$ cat src/rtl/if_fetch_stage.sv
// Instruction-fetch stage: owns the PC and the IF/ID register, follows hazard-unit
// stall/flush controls and MEM-stage redirects, and fetches over a req/ack port.
module if_fetch_stage #(
  parameter int                 ADDR_W   = 32,
  parameter logic [ADDR_W-1:0]  RESET_PC = '0
) (
  input  logic              clk_i,
  input  logic              rst_i,
  input  logic              pc_write_i,
  input  logic              if2id_write_i,
  input  logic              if2id_flush_i,
  input  logic              redirect_i,
  input  logic [ADDR_W-1:0] redirect_pc_i,
  output logic              imem_req_o,
  output logic [ADDR_W-1:0] imem_addr_o,
  input  logic              imem_ack_i,
  input  logic [31:0]       imem_rdata_i,
  output logic [ADDR_W-1:0] pc_o,
  output logic [ADDR_W-1:0] if_id_pc4_o,
  output logic [31:0]       if_id_instr_o,
  output logic              if_id_valid_o,
  output logic [1:0]        dbg_state_o
);

  localparam logic [1:0] ST_FETCH = 2'd0;
  localparam logic [1:0] ST_HOLD  = 2'd1;
  localparam logic [1:0] ST_DROP  = 2'd2;

  logic [1:0]        state_q, state_d;
  logic [ADDR_W-1:0] pc_q, pc_d;
  logic [ADDR_W-1:0] pend_pc_q, pend_pc_d;
  logic [31:0]       buf_q, buf_d;
  logic              req_q, req_d;
  logic [ADDR_W-1:0] pc4_q, pc4_d;
  logic [31:0]       instr_q, instr_d;
  logic              valid_q, valid_d;

  logic              ack;
  logic              advance;
  logic [ADDR_W-1:0] pc_plus4;

  // Handshake: imem_req_o and imem_addr_o stay stable until a cycle with
  // imem_ack_i=1; that cycle carries imem_rdata_i. An ack while req is low is ignored.
  assign ack      = imem_ack_i & req_q;
  assign advance  = pc_write_i & if2id_write_i;
  assign pc_plus4 = pc_q + ADDR_W'(4);

  always_comb begin
    state_d   = state_q;
    pc_d      = pc_q;
    pend_pc_d = pend_pc_q;
    buf_d     = buf_q;
    pc4_d     = pc4_q;
    instr_d   = instr_q;
    valid_d   = valid_q;

    case (state_q)
      ST_FETCH: begin
        if (redirect_i) begin
          if (ack) begin
            pc_d = redirect_pc_i;
          end else begin
            pend_pc_d = redirect_pc_i;
            state_d   = ST_DROP;
          end
          if (if2id_write_i) begin
            pc4_d = '0; instr_d = '0; valid_d = 1'b0;
          end
        end else if (ack && advance) begin
          pc4_d   = pc_plus4;
          instr_d = imem_rdata_i;
          valid_d = 1'b1;
          pc_d    = pc_plus4;
        end else if (ack) begin
          buf_d   = imem_rdata_i;
          state_d = ST_HOLD;
          if (if2id_write_i) begin
            pc4_d = '0; instr_d = '0; valid_d = 1'b0;
          end
        end else if (if2id_write_i) begin
          pc4_d = '0; instr_d = '0; valid_d = 1'b0;
        end
      end
      ST_HOLD: begin
        if (redirect_i) begin
          buf_d   = '0;
          pc_d    = redirect_pc_i;
          state_d = ST_FETCH;
          if (if2id_write_i) begin
            pc4_d = '0; instr_d = '0; valid_d = 1'b0;
          end
        end else if (advance) begin
          pc4_d   = pc_plus4;
          instr_d = buf_q;
          valid_d = 1'b1;
          pc_d    = pc_plus4;
          state_d = ST_FETCH;
        end else if (if2id_write_i) begin
          pc4_d = '0; instr_d = '0; valid_d = 1'b0;
        end
      end
      ST_DROP: begin
        // The outstanding request completes at the old address; its data is thrown away.
        if (redirect_i) pend_pc_d = redirect_pc_i;
        if (ack) begin
          pc_d    = redirect_i ? redirect_pc_i : pend_pc_q;
          state_d = ST_FETCH;
        end
        if (if2id_write_i) begin
          pc4_d = '0; instr_d = '0; valid_d = 1'b0;
        end
      end
      default: state_d = ST_FETCH;
    endcase

    if (if2id_flush_i) begin
      pc4_d = '0; instr_d = '0; valid_d = 1'b0;
    end

    req_d = (state_d != ST_HOLD);
  end

  always_ff @(posedge clk_i or negedge rst_i) begin
    if (!rst_i) begin
      state_q   <= ST_FETCH;
      pc_q      <= RESET_PC;
      pend_pc_q <= '0;
      buf_q     <= '0;
      req_q     <= 1'b0;
      pc4_q     <= '0;
      instr_q   <= '0;
      valid_q   <= 1'b0;
    end else begin
      state_q   <= state_d;
      pc_q      <= pc_d;
      pend_pc_q <= pend_pc_d;
      buf_q     <= buf_d;
      req_q     <= req_d;
      pc4_q     <= pc4_d;
      instr_q   <= instr_d;
      valid_q   <= valid_d;
    end
  end

  assign imem_req_o    = req_q;
  assign imem_addr_o   = pc_q;
  assign pc_o          = pc_q;
  assign if_id_pc4_o   = pc4_q;
  assign if_id_instr_o = instr_q;
  assign if_id_valid_o = valid_q;
  assign dbg_state_o   = state_q;

endmodule

$ cat config.mk
export PLATFORM = sky130hd
export DESIGN_NAME = if_fetch_stage
export DESIGN_NICKNAME = d
export VERILOG_FILES = /design/src/rtl/if_fetch_stage.sv
export SDC_FILE = /design/constraint.sdc
export NUM_CORES = 1
export LEC_CHECK = 0
export BUFFER_PORTS_ARGS = -buffer_cell sky130_fd_sc_hd__buf_2
export CAP_MARGIN = 20
export CORE_ASPECT_RATIO = 1.5
export CORE_MARGIN = 10
export CORE_UTILIZATION = 35
export CTS_BUF_LIST = sky130_fd_sc_hd__clkbuf_4
export DETAILED_ROUTE_END_ITERATION = 7
export PLACE_DENSITY = 0.57
export SYNTH_ARGS = -nofsm -noshare
export SYNTH_HDL_FRONTEND = slang
export SYNTH_SLANG_ARGS = --single-unit
$ cat constraint.sdc
create_clock -name clk_i -period 2.6 [get_ports clk_i]
set_clock_uncertainty 0.2 [all_clocks]
set_input_delay 0.26 -clock clk_i [delete_from_list [all_inputs] [get_ports clk_i]]
set_output_delay 0.26 -clock clk_i [all_outputs]
set_load 0.05 [all_outputs]
; ---- Word level (Yosys, flattened, before mapping)
; Index checks and enable logic that the tools add are counted.
[op_classes]
add_sub_neg = 1
mux = 45
bitwise_logic = 2
n_reduce_logical = 9
n_eq_ne = 13
[op_table]
columns = op, n
row1 = $mux W32, 25
row2 = $pmux W32 S3, 3
row3 = $pmux W32 S2, 2
row4 = $add A32 B3 Y32 const B, 1
row5 = $mux W2, 7
row6 = $ne A2 B2 Y1 const B, 7
row7 = $reduce_and A5 Y1, 2
row8 = $ne A3 B3 Y1 const B, 3
row9 = $mux W1, 6
row10 = $pmux W2 S3, 1
row11 = $reduce_bool A2 Y1, 2
row12 = $reduce_bool A4 Y1, 1
row13 = $pmux W1 S3, 1
row14 = $reduce_and A3 Y1, 1
row15 = $reduce_bool A3 Y1, 1
row16 = $and A1 B1 Y1, 2
row17 = $eq A2 B1 Y1 const B, 1
row18 = $eq A2 B2 Y1 const B, 1
row19 = $logic_not A2 Y1, 1
row20 = $ne A2 B1 Y1 const B, 1
row21 = $logic_and A1 B1 Y1, 1
[word_totals]
inputBits = 71
word_cells = 78
register_bits = 164
out_inout_bits = 132

; ---- Logic depth before layout (Yosys ltp)
; Gate-level depths: netlist of the first run.
[logic_depth]
depth_word = 6
depth_mapped = 10
depth_no_buf = 7

; ---- Least setup slack after synthesis of the first run
; Ideal clock, no wire load.
[synth_timing]
kind = reg2reg
startpoint = register state_q[1], in the netlist dbg_state_o[1]
endpoint = register pc4_q[23], in the netlist if_id_pc4_o[23]
synth_period_minus_slack_ns = 2.884
t_arrival_ns = 2.598
path_slack_ns = -0.284
path_stages_with_launch = 10
path_buffers = 2
required_ns = 2.314
setup_time_ns = 0.086
path_cell_list = dfrtp_1 inv_1 ha_1 clkbuf_1 or4_1 o31ai_1 buf_2 a21oi_1 mux2_2 nor3_1
[synth_between]
elab_chain_len = 3
word_cells_on_any_way = 6
cone_classes = eq/ne: 2 / mux: 2 / reduce/logical: 2
[synth_lines]
columns = element, line
row1 = start: declaration, 29  ; logic [1:0] state_q, state_d;
row2 = start signal: assignment, 134  ; state_q <= state_d;
row3 = $eq A2 B2 Y1 (tied with other cells), 57  ; case (state_q)
row4 = $pmux W32 S3, 57
row5 = $mux W32, 116  ; if (if2id_flush_i) begin
row6 = end signal: assignment, 139  ; pc4_q <= pc4_d;
row7 = end: declaration, 34  ; logic [ADDR_W-1:0] pc4_q, pc4_d;
; Several ways; a longest one is shown, not always the timed one.
; A chain may end at the register's enable or synchronous reset.

; ---- Worst setup path after layout of the first run
[layout_timing]
startpoint = register state_q[0], in the netlist dbg_state_o[0]
endpoint = register pc4_q[23], in the netlist if_id_pc4_o[23]
; Same word-level chain as after synthesis.

==> flow_summary.yaml, run 1 <==
status:
  run_status: "finished, final reports clean"
die:
  start_util_pct: 35.3
  dieArea_um2: 31300
  coreArea_um2: 24300
  die_x_um: 148
  ios: 203
  fp-row-count: 70
  die_height_um: 212
yosys:
  synthDistinctLibCells: 59
  yosysSeqAreaShare_pct: 47.9
  synth_area_um2: 8560
  syn_avg_cell_area_um2: 9.32
  synth_ff_type: "dfrtp_1"
  ys_seq_elements: 164
  async_flop_share_pct: 100
  syn-num-nets: 995
  synth_cells: 919
  yosysWarnings: 0
  synth_edf_count: 0
finish:
  fillCellCount: 2404
  final_nets: 1260
  stdcell_area_um2: 11200
  area_delta_synth_final_pct: 30.7
  drive_above_1_share_pct: 29.9
  final_cell_mix: "buf_2, dfrtp_1, nand2_1"
  layout_commonest_cell: "buf_2"
timing:
  slew_headroom_pct: 64.0
  setup_viol_count_final: 0
  max_freq_ghz: 0.402
  maxSlewViolCount: 0
  fin_crit_ps: 2490
  finalSetupTns_ps: 0
  worst_pin_slew_ps: 540
  finalCritPeriodShare_pct: 95.7
  hold_viol: 0
  rsz0062_at_grt: "no"
clock_network:
  clkLatencyLatePin_ps: 610
  cts-root-buf: "clkbuf_4"
  clk_pin_slew_ps: 150
  cts_buffer_depth: 2
  htreeDepth: 4
  numClockSinks: 164
  post_cts_buffers: 0
  cts_buffers: 17
  cts_tree: "yes"
worst_setup_path:
  r2r_setup_slack_ps: 110
  worstPathArrival_ps: 2820
  crit_chain: "inv_1 -> ha_1 -> or4_4 -> o31ai_4 -> buf_4 -> a21oi_1 -> nor3_1"
  crit_type: "flip-flop to flip-flop"
  critPathTopFamily: "simple AND/OR/NAND/NOR gates"
  worstRegToRegCells: 7
  critPathMaxFanout: 29
  crit_start: "dbg_state_o[0]"
  slowest_delay_ps: 640
  r2r_end: "if_id_pc4_o[23]"
  crit_cells: 7
  slowest_stage: "or4_4"
  cp-end-kind: "flip-flop"
  reg2reg_from: "dbg_state_o[0]"
  cp_data_required_time_ps: 2930
  critPathLaunchType: "flip-flop"
  cp_num_buf_inv: 2
  setup.worst_path.end: "if_id_pc4_o[23]"
drt:
  drt-initial-drc-count: 508
  drc: 0
  avgRoutedWirePerCell_um: 19.5
  wl_mm: 29.7
  vias_per_cell: 5.27
  vias: 8023
  postRouteAntennaNets: 0
  dr.pass1.iters: 5
grt:
  grt_pass1_wl_mm: 47.3
  grt-ovfl-total: 0
  grt_pass1_vias: 8444
  antenna_found_initial: 3
  grt_max_degree: 53
  gr-usage-all-layers_pct: 19.0
run:
  cap_violations: 0
worst_hold_path:
  hp-class: "input port to flip-flop"
pwr:
  vdd_drop_max_uv: 527
  p_per_area_nw_per_um2: 1260
  p_leak_nw: 5.10
place:
  portBuffers: 202
  dpl_cell_area_um2: 10200
  gp_congestion: 0.856
  dpl.hpwl_mm: 21.6
routing by layer:
layer / global-route usage [%] / part of all wire (%) / vias to the layer above
met5: 0 / 0.024 / -
met4: 8.57 / 3.6 / 2
met3: 4.66 / 5.5 / 57
li1: - / - / 3800
met1: 20.8 / 39 / 3935
met2: 34.0 / 52 / 229
cells in the mapped netlist (3+ instances only):
| cell | instances | share of area [%] |
|---|---|---|
| nand2_1 | 156 | 6.8 |
| a22o_1 | 9 | 0.92 |
| inv_1 | 17 | 0.75 |
| o21ai_0 | 72 | 4.2 |
| dfrtp_1 | 164 | 48 |
| o21a_1 | 6 | 0.53 |
| o31ai_1 | 5 | 0.44 |
| mux2i_1 | 7 | 0.82 |
| or3_1 | 7 | 0.51 |
| mux2_2 | 33 | 4.3 |
| and2_1 | 3 | 0.22 |
| clkbuf_1 | 44 | 1.9 |
| o21ai_1 | 7 | 0.41 |
| nor4_1 | 7 | 0.51 |
| o22ai_1 | 14 | 1.0 |
| nor2_1 | 38 | 1.7 |
| and4_1 | 3 | 0.31 |
| ha_1 | 5 | 0.73 |
| a21oi_1 | 56 | 3.3 |
| buf_4 | 32 | 2.8 |
| o31a_1 | 9 | 0.92 |
| a2bb2oi_1 | 3 | 0.31 |
| buf_2 | 8 | 0.47 |
| nand4_1 | 12 | 0.88 |
| a211oi_1 | 10 | 0.88 |
| a22oi_1 | 45 | 3.9 |
| xnor2_1 | 12 | 1.2 |
| nand3_1 | 18 | 1.1 |
| xor2_1 | 8 | 0.82 |
| o211ai_1 | 10 | 0.88 |
| buf_1 | 9 | 0.39 |
| or4_1 | 4 | 0.35 |
| nor3_1 | 15 | 0.88 |
| nand3b_1 | 33 | 2.9 |
| nand2b_1 | 6 | 0.44 |
logic make-up (layout without fill, tap and decap cells):
family | Yosys count | after routing | synth area share (%)
xor+xnor | 20 | 20 | 2.05
other cells | 0 | 2 | 0
flops | 164 | 164 | 47.9
simple gates | 315 | 315 | 18.2
buf+inv | 111 | 389 | 6.38
compound gates | 264 | 264 | 19.6
mux | 40 | 40 | 5.16
fa+ha+maj | 5 | 5 | 0.730
where the power goes:
part           internal [W]  switching (W)
sequential          0.00344       0.000649
combinational       0.00265        0.00572
clock              0.000669       0.000977
total               0.00676        0.00735
cell type report:
| type | count | area, µm² | area share (%) |
|---|---|---|---|
| tap | 324 | 405 | 3.62 |
| timing repair buffer | 339 | 2330 | 20.8 |
| multi-input combinational | 644 | 3980 | 35.5 |
| antenna | 2 | 5.00 | 0.0447 |
| inverter | 18 | 67.6 | 0.604 |
| clock inverter | 14 | 161 | 1.44 |
| sequential | 164 | 4110 | 36.7 |
| clock buffer | 18 | 135 | 1.21 |
flip-flops by register name, summed over array words and instances, names as in the netlist:
register	count
buf_q	32
if_id_instr_o	32
if_id_pc4_o	32
imem_addr_o	32
pend_pc_q	32
dbg_state_o	2
if_id_valid_o	1
imem_req_o	1
per-stage QoR:
stage | cells | worst slack (ps) | power, W | hold slack (ps) | utilization (%)
after detailed placement | 1418 | 93.3 | 0.0125 | 35.5 | 41.9
after global placement | 1418 | 186 | 0.0124 | 32.1 | 41.9
final | 1523 | 111 | 0.0141 | 186 | 46.1
after floorplan | 919 | -57.3 | 0.0100 | -236 | -
after global routing | 1523 | 5.07 | 0.0150 | 186 | 46.1
after CTS | 1521 | 34.7 | 0.0142 | 119 | 46.1
tightest hold or removal path, stage by stage:
cell and delay [ps]:
buf_2 90, nand2_1 200, a21oi_1 210, a21oi_1 80
o21ai_0 70, a2bb2oi_1 60
worst min path at each step:
stage | cells after the start | slack [ps] | start | to
2_1_floorplan | 0 | -240 | rst_i | buf_q[0]
3_3_place_gp | 1 | 30 | rst_i | imem_addr_o[29]
3_5_place_dp | 1 | 40 | rst_i | imem_addr_o[29]
4_1_cts | 6 | 120 | imem_ack_i | imem_addr_o[19]
5_1_grt | 5 | 190 | imem_ack_i | dbg_state_o[0]
6_report | 6 | 190 | imem_ack_i | imem_addr_o[19]
repair_timing:
action                     4_1_cts  5_1_grt
hold endpoints to repair       300        0
setup endpoints to repair        0       32
gates resized for setup          0        4
hold buffers                    71        0
(Power assumes the default switching activity.)
==> inputs of run 2 (changes only) <==
--- a/config.mk
+++ b/config.mk
@@ -5,6 +5,7 @@
 export SDC_FILE = /design/constraint.sdc
 export NUM_CORES = 1
 export LEC_CHECK = 0
+export ABC_AREA = 1
 export BUFFER_PORTS_ARGS = -buffer_cell sky130_fd_sc_hd__buf_2
 export CAP_MARGIN = 20
 export CORE_ASPECT_RATIO = 1.5
@@ -12,7 +13,7 @@
 export CORE_UTILIZATION = 35
 export CTS_BUF_LIST = sky130_fd_sc_hd__clkbuf_4
 export DETAILED_ROUTE_END_ITERATION = 7
-export PLACE_DENSITY = 0.57
+export PLACE_DENSITY = 0.56
 export SYNTH_ARGS = -nofsm -noshare
 export SYNTH_HDL_FRONTEND = slang
 export SYNTH_SLANG_ARGS = --single-unit
==> flow_summary.yaml, run 2 <==
finish:
  area_delta_synth_final_pct: 21.5
  utilization_pct: 43.1
  seq_area_um2: 4100
  fillCellCount: 3128
  stdcell_area_um2: 12800
  multi_input_area_um2: 5060
  final_cell_mix: "nand2_1, buf_2, nand3_1"
  final_nets: 1808
  drive_above_1_share_pct: 18.3
  layout_commonest_cell: "nand2_1"
clock_network:
  numClockSinks: 164
  cts_buffer_depth: 2
  cts_tree: "yes"
  post_cts_buffers: 0
  htreeDepth: 4
  clk_pin_slew_ps: 160
  cts-root-buf: "clkbuf_4"
  cts_buffers: 17
  clkLatencyLatePin_ps: 670
grt:
  antenna_found_initial: 1
  grt_pass1_wl_mm: 59.6
  grt_pass1_vias: 10600
  gr-usage-all-layers_pct: 19.9
  grt-ovfl-total: 0
  grt_max_degree: 65
worst_setup_path:
  r2r_setup_slack_ps: 190
  crit_start: "if2id_write_i"
  worstPathArrival_ps: 2920
  setup.worst_path.end: "if_id_instr_o[7]"
  cp_data_required_time_ps: 3010
  cp-end-kind: "flip-flop"
  critPathLaunchType: "input port"
  reg2reg_from: "imem_addr_o[2]"
  worstRegToRegCells: 11
  crit_type: "input port to flip-flop"
  r2r_end: "if_id_pc4_o[12]"
  critPathMaxFanout: 32
drt:
  wl_mm: 37.6
  postRouteAntennaNets: 0
  vias: 10700
  avgRoutedWirePerCell_um: 17.5
  drc: 0
  drt-initial-drc-count: 610
  vias_per_cell: 5.01
  dr.pass1.iters: 6
die:
  die_x_um: 161
  ios: 203
  die_height_um: 232
  fp-row-count: 77
  coreArea_um2: 29600
  start_util_pct: 35.5
  dieArea_um2: 37500
place:
  portBuffers: 202
  dpl.hpwl_mm: 26.9
  gp_congestion: 0.911
  dpl_cell_area_um2: 11700
timing:
  setup_viol_count_final: 0
  finalCritPeriodShare_pct: 96.6
  hold_viol: 0
  maxSlewViolCount: 0
  worst_pin_slew_ps: 543
  finalSetupTns_ps: 0
  max_freq_ghz: 0.398
  rsz0062_at_grt: "no"
  fin_crit_ps: 2510
  slew_headroom_pct: 63.8
status:
  run_status: "finished, final reports clean"
yosys:
  yosysWarnings: 0
  syn_avg_cell_area_um2: 6.91
  async_flop_share_pct: 100
  synth_area_um2: 10500
  synth_top_area_share_pct: 39.1
  ys_seq_elements: 164
  yosysSeqAreaShare_pct: 39.1
  synthDistinctLibCells: 44
  synth_most_common_cell: "nand2_1"
  synth_cells: 1520
  syn-num-nets: 1596
  synth_ff_type: "dfrtp_1"
  ys_top_cells_by_count: "nand2_1, nand3_1, inv_1, dfrtp_1, nor2_1"
  synth_top_cells_by_area: "dfrtp_1, nand2_1, nand3_1, inv_1, a21oi_1"
  yosysTopAreaCell: "dfrtp_1"
  synth_edf_count: 0
pwr:
  p_per_area_nw_per_um2: 1250
  vdd_drop_max_uv: 505
  p_leak_nw: 6.43
run:
  cap_violations: 0
worst_hold_path:
  min_from: "imem_ack_i"
  hp-class: "input port to flip-flop"
-- run 2: cell count changes after synthesis, sizes merged, moves of 50 or more --
cell   change
o21ai     +50
inv      +160
nor2      +95
a21oi     +60
nand3    +148
nand2    +257
-- run 2: layout make-up --
class	count	share of cell area (%)
clock inverters	15	1.05
repair buffers	311	16.8
inverters	178	5.29
flip-flops and latches	164	32.2
well taps	395	3.88
multi-input cells	1060	39.7
clock buffers	17	1.00
diodes	2	0.0393
-- run 2: kinds of logic after synthesis --
group,count (synthesis),synth area share (%)
xor gates and xnor gates,6,0.501
AOI/OAI and AO/OA,325,17.8
buffers and inverters,296,12.8
and+or+nand+nor,724,29.3
DFF,164,39.1
adders and majority gates,5,0.596
-- run 2: what timing repair did --
item	CTS	global route
resized for setup	0	2
setup endpoints to repair	0	6
endpoints found under the hold margin	315	0
hold buffers	72	0
-- run 2: worst min path at each step --
stage                        end  slack, ps  cells after the start
2_1_floorplan           buf_q[0]       -240                      0
3_3_place_gp   if_id_instr_o[10]         40                      1
3_5_place_dp   if_id_instr_o[10]         30                      1
4_1_cts           dbg_state_o[0]         30                      5
5_1_grt           dbg_state_o[0]         90                      4
6_report          dbg_state_o[0]         80                      5
-- run 2: critical path: stages --
cell and delay [ps]:
dlygate4sd3_1 560, clkbuf_4 250, nand2_8 90, dlygate4sd3_1 650, nor2_4 150, inv_2 110, nor2_4 230, buf_12 230
nand3_1 120, o211ai_1 110, nand2_1 80, inv_1 50
-- run 2: layer usage --
| metal | GRT usage (%) | wire length [µm] |
|---|---|---|
| met5 | 0 | 0 |
| met4 | 7.13 | 976 |
| met3 | 3.96 | 2090 |
| met2 | 35.6 | 19300 |
| met1 | 22.9 | 15100 |
-- run 2: power by group --
group	switching (W)	internal, W	total (W)	leakage [nW]
registers	0.000930	0.00355	0.00448	2.06
clock network	0.00116	0.000429	0.00159	0.151
logic	0.00716	0.00265	0.00982	4.21
total	0.00925	0.00663	0.0159	6.43
-- run 2: stage by stage --
step | hold WS, ps | setup WS [ps] | power, W | std cells
floorplan | -236 | 135 | 0.0119 | 1520
global placement | 35.2 | 213 | 0.0142 | 2036
detailed placement | 33.4 | 188 | 0.0143 | 2036
CTS | 33.7 | 110 | 0.0160 | 2140
global route | 87.6 | 7.78 | 0.0171 | 2141
finish | 78.4 | 89.5 | 0.0159 | 2142
==> inputs of run 3 (changes only) <==
==> constraint.sdc (replaced) <==
create_clock -name clk_i -period 2.6 [get_ports clk_i]
set_clock_uncertainty 0.2 [all_clocks]
set_input_delay 0.13 -clock clk_i [delete_from_list [all_inputs] [get_ports clk_i]]
set_output_delay 0.13 -clock clk_i [all_outputs]
set_load 0.05 [all_outputs]
==> flow_summary.yaml, run 3 (synthesis gave the netlist of run 2 again) <==
status:
  run_status: "finished, final reports clean"
die:
  coreArea_um2: 29600
  die_x_um: 161
  dieArea_um2: 37500
  die_height_um: 232
  ios: 203
  fp-row-count: 77
  start_util_pct: 35.5
pwr:
  p_per_area_nw_per_um2: 1250
  power_frac_clock_pct: 10.6
  combPwrFrac_pct: 61.4
  switchingPower_w: 0.00910
  switching_share_pct: 57.0
  p_total_w: 0.0160
  p_seq_share_pct: 28.0
  p_leak_nw: 6.43
  p_int_w: 0.00685
  vdd_drop_max_uv: 556
worst_setup_path:
  reg2reg_from: "imem_addr_o[2]"
  crit_type: "input port to flip-flop"
  worstPathArrival_ps: 2840
  cp-end-kind: "flip-flop"
  r2r_end: "if_id_pc4_o[8]"
  worstRegToRegCells: 11
  critPathLaunchType: "input port"
  r2r_setup_slack_ps: 190
  cp_data_required_time_ps: 2930
  critPathMaxFanout: 40
drt:
  drt-initial-drc-count: 656
  vias: 10800
  dr_wl_met2_mm: 19.5
  wl_mm: 37.9
  drc: 0
  dr.pass1.iters: 5
  top_layer: "met4"
  avgRoutedWirePerCell_um: 17.7
  postRouteAntennaNets: 0
  vias_per_cell: 5.04
  wl_met1_mm: 15.4
  met3_length_mm: 1.79
clock_network:
  numClockSinks: 164
  cts_buffer_depth: 2
  clk_pin_slew_ps: 160
  cts_tree: "yes"
  cts_buffers: 17
  cts-root-buf: "clkbuf_4"
  clkLatencyLatePin_ps: 650
  htreeDepth: 4
worst_hold_path:
  worstHoldPathCells: 4
  hp-class: "input port to flip-flop"
  min_from: "imem_rdata_i[31]"
  whs_endpoint: "buf_q[31]"
grt:
  grt_pass1_vias: 10700
  gr-usage-all-layers_pct: 20.1
  antenna_found_initial: 1
  grt_max_degree: 71
  grt-ovfl-total: 0
  grt_pass1_wl_mm: 59.9
place:
  dpl.hpwl_mm: 26.4
  gp_congestion: 0.894
  dpl_cell_area_um2: 11700
  portBuffers: 202
timing:
  max_freq_ghz: 0.399
  finalCritPeriodShare_pct: 96.3
  maxSlewViolCount: 0
  worst_pin_slew_ps: 641
  hold_viol: 0
  rsz0062_at_grt: "no"
  finalSetupTns_ps: 0
  fin_crit_ps: 2500
  setup_viol_count_final: 0
  slew_headroom_pct: 57.2
run:
  cap_violations: 0
finish:
  layout_commonest_cell: "nand2_1"
  drive_above_1_share_pct: 18.0
  fillCellCount: 3041
  area_delta_synth_final_pct: 21.9
  seq_area_um2: 4100
  multi_input_area_um2: 5080
  stdcell_area_um2: 12800
  final_nets: 1807
  final_cell_mix: "nand2_1, buf_2, nand3_1"
-- run 3: critical path, cell delays in order --
cell and delay [ps]:
dlygate4sd3_1 530, buf_2 170, nand2_8 60, dlygate4sd3_1 840, inv_2 110, nand2_4 110
o211ai_2 130, nand2_2 110, nor2_4 40, inv_2 140, buf_12 220, nand2_1 80
a21boi_1 130
-- run 3: metrics by stage --
step	cells	setup WS, ps	utilization, %	hold slack (ps)
final	2139	96.8	43.3	64.7
after global routing	2139	10.9	43.3	51.7
after CTS	2137	18.1	43.2	1.18
after detailed placement	2030	140	39.5	-58.5
after global placement	2030	185	39.5	-60.9
after floorplan	1520	135	-	-366
-- run 3: worst max path at each step --
stage	from	endpoint	slack [ps]	cells after the start
2_1_floorplan	dbg_state_o[1]	imem_addr_o[19]	130	13
3_3_place_gp	dbg_state_o[0]	if_id_pc4_o[7]	180	8
4_1_cts	pc_write_i	if_id_pc4_o[15]	20	12
6_report	pc_write_i	imem_addr_o[31]	100	13
5_1_grt	imem_addr_o[2]	if_id_pc4_o[28]	10	12
3_5_place_dp	dbg_state_o[0]	if_id_instr_o[1]	140	11
-- run 3: power groups by stage --
| stage | registers (W) | clock network, W | logic (W) |
|---|---|---|---|
| after floorplan | 0.00588 | 0 | 0.00602 |
| after CTS | 0.00446 | 0.00176 | 0.00983 |
| after global placement | 0.00448 | 0 | 0.00960 |
| after global routing | 0.00460 | 0.00185 | 0.0108 |
| after detailed placement | 0.00451 | 0 | 0.00972 |
| final | 0.00447 | 0.00170 | 0.00980 |
-- run 3: what timing repair did --
action | CTS | global route
hold endpoints to repair | 328 | 0
hold buffers | 76 | 0
resized for setup | 0 | 3
setup buffers | 0 | 1
endpoints found under the setup margin | 0 | 37
-- run 3: cell type report --
cell class,count,area share [%]
Sequential cell,164,32.1
Timing Repair Buffer,310,16.8
Inverter,178,5.27
Multi-Input combinational cell,1060,39.7
Antenna cell,1,0.0196
Clock inverter,13,1.24
Clock buffer,18,1.06
Tap cell,395,3.86
-- run 3: layer usage --
layer	GRT usage (%)	vias up
met3	3.58	51
met1	23.0	5123
met5	0	-
met2	35.5	305
met4	9.06	0
li1	-	5309
